**src/rtl/operand_gate_fifo.sv**
```systemverilog
`default_nettype none
// ============================================================================
// Module   : operand_gate_fifo
// Brief    : Operand A/B gate with valid/ready handshake, DEPTH-entry FIFO,
//            idle-output mode (zero or hold) and saturating dropped-beat count.
// Revision : 1.0 - initial release
// ============================================================================
module operand_gate_fifo #(
    parameter int WIDTH     = 4,
    parameter int DEPTH     = 2,
    parameter int GATE_MODE = 0,
    parameter int CNT_W     = 8
) (
    input  logic             clk,
    input  logic             rst_n,
    input  logic             enable,
    input  logic             in_valid,
    output logic             in_ready,
    input  logic [WIDTH-1:0] a_in,
    input  logic [WIDTH-1:0] b_in,
    output logic             out_valid,
    input  logic             out_ready,
    output logic [WIDTH-1:0] a_out,
    output logic [WIDTH-1:0] b_out,
    output logic [CNT_W-1:0] drop_cnt
);

    localparam int c_PTR_W = (DEPTH > 1) ? $clog2(DEPTH) : 1;
    localparam int c_OCC_W = c_PTR_W + 1;
    localparam logic [c_OCC_W-1:0] c_DEPTH = c_OCC_W'(DEPTH);

    logic [2*WIDTH-1:0] r_mem [DEPTH];
    logic [c_PTR_W-1:0] r_wr_ptr;
    logic [c_PTR_W-1:0] r_rd_ptr;
    logic [c_OCC_W-1:0] r_count;
    logic [CNT_W-1:0]   r_drop_cnt;

    logic               w_push;
    logic               w_pop;
    logic               w_drop;
    logic [2*WIDTH-1:0] w_head;
    logic [WIDTH-1:0]   w_idle_a;
    logic [WIDTH-1:0]   w_idle_b;

    // in_ready looks only at registered occupancy: a full FIFO refuses even
    // when a pop happens in the same cycle.
    assign in_ready  = enable ? (r_count < c_DEPTH) : 1'b1;
    assign out_valid = (r_count != '0);
    assign w_push    = enable & in_valid & in_ready;
    assign w_pop     = out_valid & out_ready;
    assign w_drop    = ~enable & in_valid;
    assign w_head    = r_mem[r_rd_ptr];

    always_ff @(posedge clk) begin
        if (w_push) begin
            r_mem[r_wr_ptr] <= {a_in, b_in};
        end
    end

    always_ff @(posedge clk or negedge rst_n) begin
        if (!rst_n) begin
            r_wr_ptr <= '0;
            r_rd_ptr <= '0;
            r_count  <= '0;
        end else begin
            if (w_push) begin
                r_wr_ptr <= r_wr_ptr + c_PTR_W'(1);
            end
            if (w_pop) begin
                r_rd_ptr <= r_rd_ptr + c_PTR_W'(1);
            end
            case ({w_push, w_pop})
                2'b10:   r_count <= r_count + c_OCC_W'(1);
                2'b01:   r_count <= r_count - c_OCC_W'(1);
                default: r_count <= r_count;
            endcase
        end
    end

    always_ff @(posedge clk or negedge rst_n) begin
        if (!rst_n) begin
            r_drop_cnt <= '0;
        end else if (w_drop && (r_drop_cnt != {CNT_W{1'b1}})) begin
            r_drop_cnt <= r_drop_cnt + CNT_W'(1);
        end
    end

    assign drop_cnt = r_drop_cnt;

    generate
        if (GATE_MODE != 0) begin : g_hold
            logic [WIDTH-1:0] r_hold_a;
            logic [WIDTH-1:0] r_hold_b;

            always_ff @(posedge clk or negedge rst_n) begin
                if (!rst_n) begin
                    r_hold_a <= '0;
                    r_hold_b <= '0;
                end else if (w_pop) begin
                    r_hold_a <= w_head[2*WIDTH-1:WIDTH];
                    r_hold_b <= w_head[WIDTH-1:0];
                end
            end

            assign w_idle_a = r_hold_a;
            assign w_idle_b = r_hold_b;
        end else begin : g_zero
            assign w_idle_a = '0;
            assign w_idle_b = '0;
        end
    endgenerate

    assign a_out = out_valid ? w_head[2*WIDTH-1:WIDTH] : w_idle_a;
    assign b_out = out_valid ? w_head[WIDTH-1:0]       : w_idle_b;

endmodule
`default_nettype wire

```
**config.mk**
```make
export PLATFORM = sky130hd
export DESIGN_NAME = operand_gate_fifo
export DESIGN_NICKNAME = d
export VERILOG_FILES = /design/src/rtl/operand_gate_fifo.sv
export SDC_FILE = /design/constraint.sdc
export NUM_CORES = 1
export LEC_CHECK = 0
export BUFFER_PORTS_ARGS = -buffer_cell sky130_fd_sc_hd__buf_2
export CAP_MARGIN = 10
export CORE_MARGIN = 4
export CORE_UTILIZATION = 40
export CTS_CLUSTER_DIAMETER = 120
export DETAILED_ROUTE_END_ITERATION = 10
export GPL_TIMING_DRIVEN = 1
export MAX_ROUTING_LAYER = met4
export PLACE_DENSITY_LB_ADDON = 0.15
export SLEW_MARGIN = 20
export SYNTH_ARGS = -nofsm -noshare
export SYNTH_HDL_FRONTEND = slang
export SYNTH_SLANG_ARGS = --single-unit
```
**constraint.sdc**
```tcl
create_clock -name clk -period 2.7 [get_ports clk]
set_input_delay 0.135 -clock clk [delete_from_list [all_inputs] [get_ports clk]]
set_output_delay 0.135 -clock clk [all_outputs]
set_load 0.01 [all_outputs]
```
Word level (Yosys, flattened, before mapping)
Memory sizes are Yosys's and may differ from the RTL's.
Cells that the tools add are included.
{ "classes": {"add_sub_neg": 5, "n_lt_le_gt_ge": 1, "eq_ne": 3, "muxes": 6, "bitwise": 5, "reduce_logical": 3} }
{ "op_table": {"columns": ["op", "n"], "rows": [
  ["$add 8x1->8 const B", 1],
  ["$mux 4", 2],
  ["$ne 8x8->1 const B", 1],
  ["$and 1x1->1", 4],
  ["$pmux 2 s2", 1],
  ["$reduce_bool 2->1", 2],
  ["$mux 1", 3],
  ["$add 1x1->1 const B", 2],
  ["$add 2x1->2 const B", 1],
  ["$eq 2x1->1 const B", 1],
  ["$eq 2x2->1 const B", 1],
  ["$lt 2x2->1 const B", 1],
  ["$sub 2x1->2 const B", 1],
  ["$logic_and 1x1->1", 1],
  ["$not 1->1", 1]
]} }
{ "word_totals": {"ff_bits": 12, "ramBits": 16, "inputBits": 13, "word_cells": 28, "memories": 1} }
{ "mem_list": {"columns": ["name", "words", "word_bits", "read_ports", "rd_clocked_by_memory_dff", "write_ports", "line_no", "rtl"], "rows": [
  ["r_mem", 2, 8, 1, 0, 1, "32", "logic [2*WIDTH-1:0] r_mem [DEPTH];"]
]} }

Logic depth before layout (Yosys ltp)
{ "logic_depth": {"word_depth": 5, "ltp_mapped": 6} }

Worst setup path before layout
No wires, ideal clock.
{ "synth_path": {"path_type": "flip-flop to flip-flop", "start": "reg r_drop_cnt[0] (netlist: drop_cnt[0])", "end": "reg r_drop_cnt[1] (netlist: drop_cnt[1])", "setup_ps": 125, "t_arrival_ps": 1347, "path_slack_ps": 1228, "stages_incl_launch_ff": 5, "cell_sequence": "dfrtp_1 -> ha_1 -> nand3_1 -> o21ai_2 -> mux2_2"} }
{ "synth_between": {"elab_chain_cells": 2, "elab_cells_between_ends": 3, "classes_between": "add/sub (1); eq/ne (1); reduce/logical (1)"} }
{ "synth_lines": {"columns": ["element", "line_no", "rtl"], "rows": [
  ["start: declaration", "36", "logic [CNT_W-1:0] r_drop_cnt;"],
  ["start signal: assignment", "84", "r_drop_cnt <= r_drop_cnt + CNT_W'(1);"],
  ["parallel branches: the longest is 2 deep, another holds $add 8x1->8", null, null]
]} }
Parallel ways; which one is timed is not known.
A chain may end at the register's enable or synchronous reset.

Worst setup path after layout
{ "layout_path": {"start": "reg r_count[1]", "end": "reg r_count[1]"} }
{ "layout_between": {"elab_cells_between_ends": 11, "classes_between": "add/sub (2); order compare (1); eq/ne (2); mux (2); bitwise (2); reduce/logical (2)"} }
{ "layout_rtl": {"columns": ["element", "line_no", "rtl"], "rows": [
  ["start: declaration", "35", "logic [c_OCC_W-1:0] r_count;"],
  ["start signal: assignment", "73", "2'b10: r_count <= r_count + c_OCC_W'(1);"],
  ["start signal: assignment", "74", "2'b01: r_count <= r_count - c_OCC_W'(1);"],
  ["start signal: assignment", "75", "default: r_count <= r_count;"],
  ["$reduce_bool 2->1 *", "48", "assign out_valid = (r_count != '0);"],
  ["$and 1x1->1 *", "50", "assign w_pop = out_valid & out_ready;"],
  ["net w_pop", "39", "logic w_pop;"],
  ["$eq 2x1->1 / $eq 2x2->1 (equally long branches)", "72", "case ({w_push, w_pop})"],
  ["$pmux 2 s2 / $reduce_bool 2->1 (equally long branches)", null, null]
]} }
The timed path passes the listed nets; every way through them passes the cells marked *.

==> metrics.csv <==
metric,value,unit
gpl congestion,0.764,
CP max FO,10,
max cap viols,0,
fillcell total,248,
Slew HR,0.542,
initial drt markers,19,
# clock sinks,28,
Placement Setup Slack,1.06,ns
"Avg Cell Area, Syn",13.4,sq um
part of the Yosys area used for sequential elements,0.642,
CTS Buffer Depth,2,
Rows,19,
via count,806,
CP cell instances,nor2_2 > nor2b_1 > ha_1 > xnor2_1 > nor2_1 > xor2_1,
"CTS clk-pin slew, worst paths",0.14,ns
R2R setup slack,1.07,ns
Detailed Routing Iterations Pass 1,4,
final instance area,1520,sq um
"Setup violations, final",0,
Max H-tree Level,1,
pin count of the biggest net entering global routing,16,
Overflow after GRT,0,
# IOs,31,
Die Width,63.1,microns
Leakage,0.657,nW
Netlist cell types,24,
post-DR wirelength/cell,13.3,microns
initial antenna violation count,0,
CP max stage delay,0.44,ns
share of post-route cells with drive strength above 1,0.316,
final wirelength,2.18,mm
core outline area,2830,sq um
Max Slew Vio Count,0,
final worst slack,1.07,ns
Clock Tree Root,clkbuf_4,
Tot Pwr,1.33,mW
post-synthesis cell count,91,
status,"complete, no violations",
number of antenna repair diodes,0,
first-pass GRT wire length,3.80,mm
DRC violations left,0,
number of buffers created by CTS,3,
Worst EP arrival,1.85,ns
CP required,2.91,ns
area of the die,3990,sq um
gr usage total,0.125,
Max Freq,0.613,GHz
Vias per Instance,4.91,
Layout Nets,149,
YS warnings,0,
worst-margin pin slew,0.684,ns
Die H,63.1,microns
"flops & latches, synth",28,
Buffers on Ports,30,
CP max-delay cell,dfrtp_1,
Initial Utilization,0.430,
setup_tns,0,ns
Post-DP Area,1400,sq um
endpoints failing hold,0,
period utilization,0.604,
startpoint types,register,
Syn-to-layout area delta,24.7,%
final core utilization,0.536,
TritonCTS clock tree,done,
post_cts resized,0,
Worst Skew,0.00501,ns
mapped cell area,1220,sq um
Hold WC Path Type,input pin to register,
crit path time final,1.63,ns
Crit. End Element,register,
clk_lat worst skew,0.32,ns
synthesized net count,106,
RSZ-0062 raised after global routing,no,
number of global-route vias before repair,866,
hpwl dp,1.63,mm
Max VDD drop,0.444,mV
Crit Path Class,register to register,
final antenna-violating net count,0,
pwr/cell area,875,nW/um^2
sequential cells by signal, summed over array words and instances, names as in the netlist:
register / flops
r_rd_ptr: 1
r_count: 2
r_wr_ptr: 1
drop_cnt: 8
r_mem: 16
layer usage:
layer | up-vias | global-route usage | share of wire
met1 | 379 | 0.152 | 0.45
met3 | 4 | 0.0373 | 0.067
met5 | - | - | 0
met2 | 23 | 0.187 | 0.47
li1 | 400 | - | -
met4 | 0 | 0.0661 | 0.014
Yosys cell counts (all sizes together):
| library cell | instances | area share |
|---|---|---|
| buf | 1 | 0.0041 |
| dfrtp | 12 | 0.25 |
| inv | 3 | 0.0093 |
| mux2 | 4 | 0.037 |
| nor2b | 3 | 0.022 |
| nand3 | 1 | 0.0041 |
| nand4 | 2 | 0.023 |
| a21oi | 1 | 0.0041 |
| xnor2 | 4 | 0.029 |
| nand2 | 7 | 0.022 |
| ha | 2 | 0.021 |
| xor2 | 3 | 0.022 |
| or2b | 1 | 0.0062 |
| o21ai | 4 | 0.020 |
| nand3b | 1 | 0.0062 |
| nor3 | 3 | 0.016 |
| mux2i | 8 | 0.066 |
| edfxtp | 16 | 0.40 |
| nor2 | 15 | 0.048 |
what timing repair did:
action                     4_1_cts  5_1_grt
hold buffers                     9        0
setup endpoints to repair        0        0
hold endpoints to repair        28        0
buffers inserted                 0        0
cell type report:
cell class | instances | area (sq um) | area share
multi-input combinational | 59 | 419 | 0.276
clock buffer | 3 | 22.5 | 0.0149
tap | 31 | 38.8 | 0.0256
timing repair buffer | 39 | 240 | 0.158
sequential | 28 | 781 | 0.515
clock inverter | 1 | 3.75 | 0.00248
inverter | 3 | 11.3 | 0.00743
kinds of logic (layout without fill, tap and decap cells):
kind of cell / after synthesis / count (layout) / synth area share
simple gates: 33 / 33 / 0.147
flops: 28 / 28 / 0.642
mux: 12 / 12 / 0.103
xor+xnor: 7 / 7 / 0.0504
compound gates: 5 / 5 / 0.0237
buf+inv: 4 / 46 / 0.0134
fa+ha+maj: 2 / 2 / 0.0206
metrics by stage:
stage | cells | hold slack (ns)
finish | 164 | 0.181
global route | 164 | 0.177
global placement | 151 | 0.0325
floorplan | 91 | -0.161
detailed placement | 151 | 0.0376
CTS | 164 | 0.176
cell usage in the layout (no fill, tap or decap):
master / Yosys / routed
o21ai_2: 1 / 1
nor2_2: 1 / 1
nand3b_1: 1 / 1
nor2b_4: 1 / 1
nand4_1: 1 / 1
dfrtp_1: 12 / 12
inv_1: 3 / 3
xnor2_1: 4 / 4
nand4_4: 1 / 1
clkinv_1: 0 / 1
or2b_1: 1 / 1
buf_2: 1 / 30
xor2_1: 3 / 3
nand3_1: 1 / 1
nand2_1: 7 / 7
nor2b_1: 2 / 2
o21ai_0: 3 / 3
nor2_1: 14 / 14
clkbuf_4: 0 / 3
mux2i_1: 8 / 8
nor3_2: 1 / 1
edfxtp_1: 16 / 16
dlygate4sd3_1: 0 / 9
mux2_2: 4 / 4
nor3_1: 2 / 2
a21oi_1: 1 / 1
ha_1: 2 / 2
report_power, final:
part	internal (mW)	switching, mW
clock network	0.0541	0.115
registers	0.554	0.129
logic	0.236	0.239
worst max-delay path: cells and delay by family (launching register included):
kind | cells | cell delay [ns]
XOR/XNOR | 2 | 0.31
flip-flops | 1 | 0.44
adder cells (fa/ha/maj) | 1 | 0.22
AND/OR/NAND/NOR | 3 | 0.56
worst paths after layout:
path,from,endpoint,cells past startpoint
worst max-delay path,r_count[1],r_count[1],6
worst min-delay path,enable,drop_cnt[0],4
worst max register to register,r_count[1],r_count[1],6
worst min register to register,r_wr_ptr,r_wr_ptr,1
max in group asynchronous,rst_n,r_count[1],2
min in group asynchronous,rst_n,drop_cnt[7],2
Note: power is estimated with default switching activity, not from simulation.
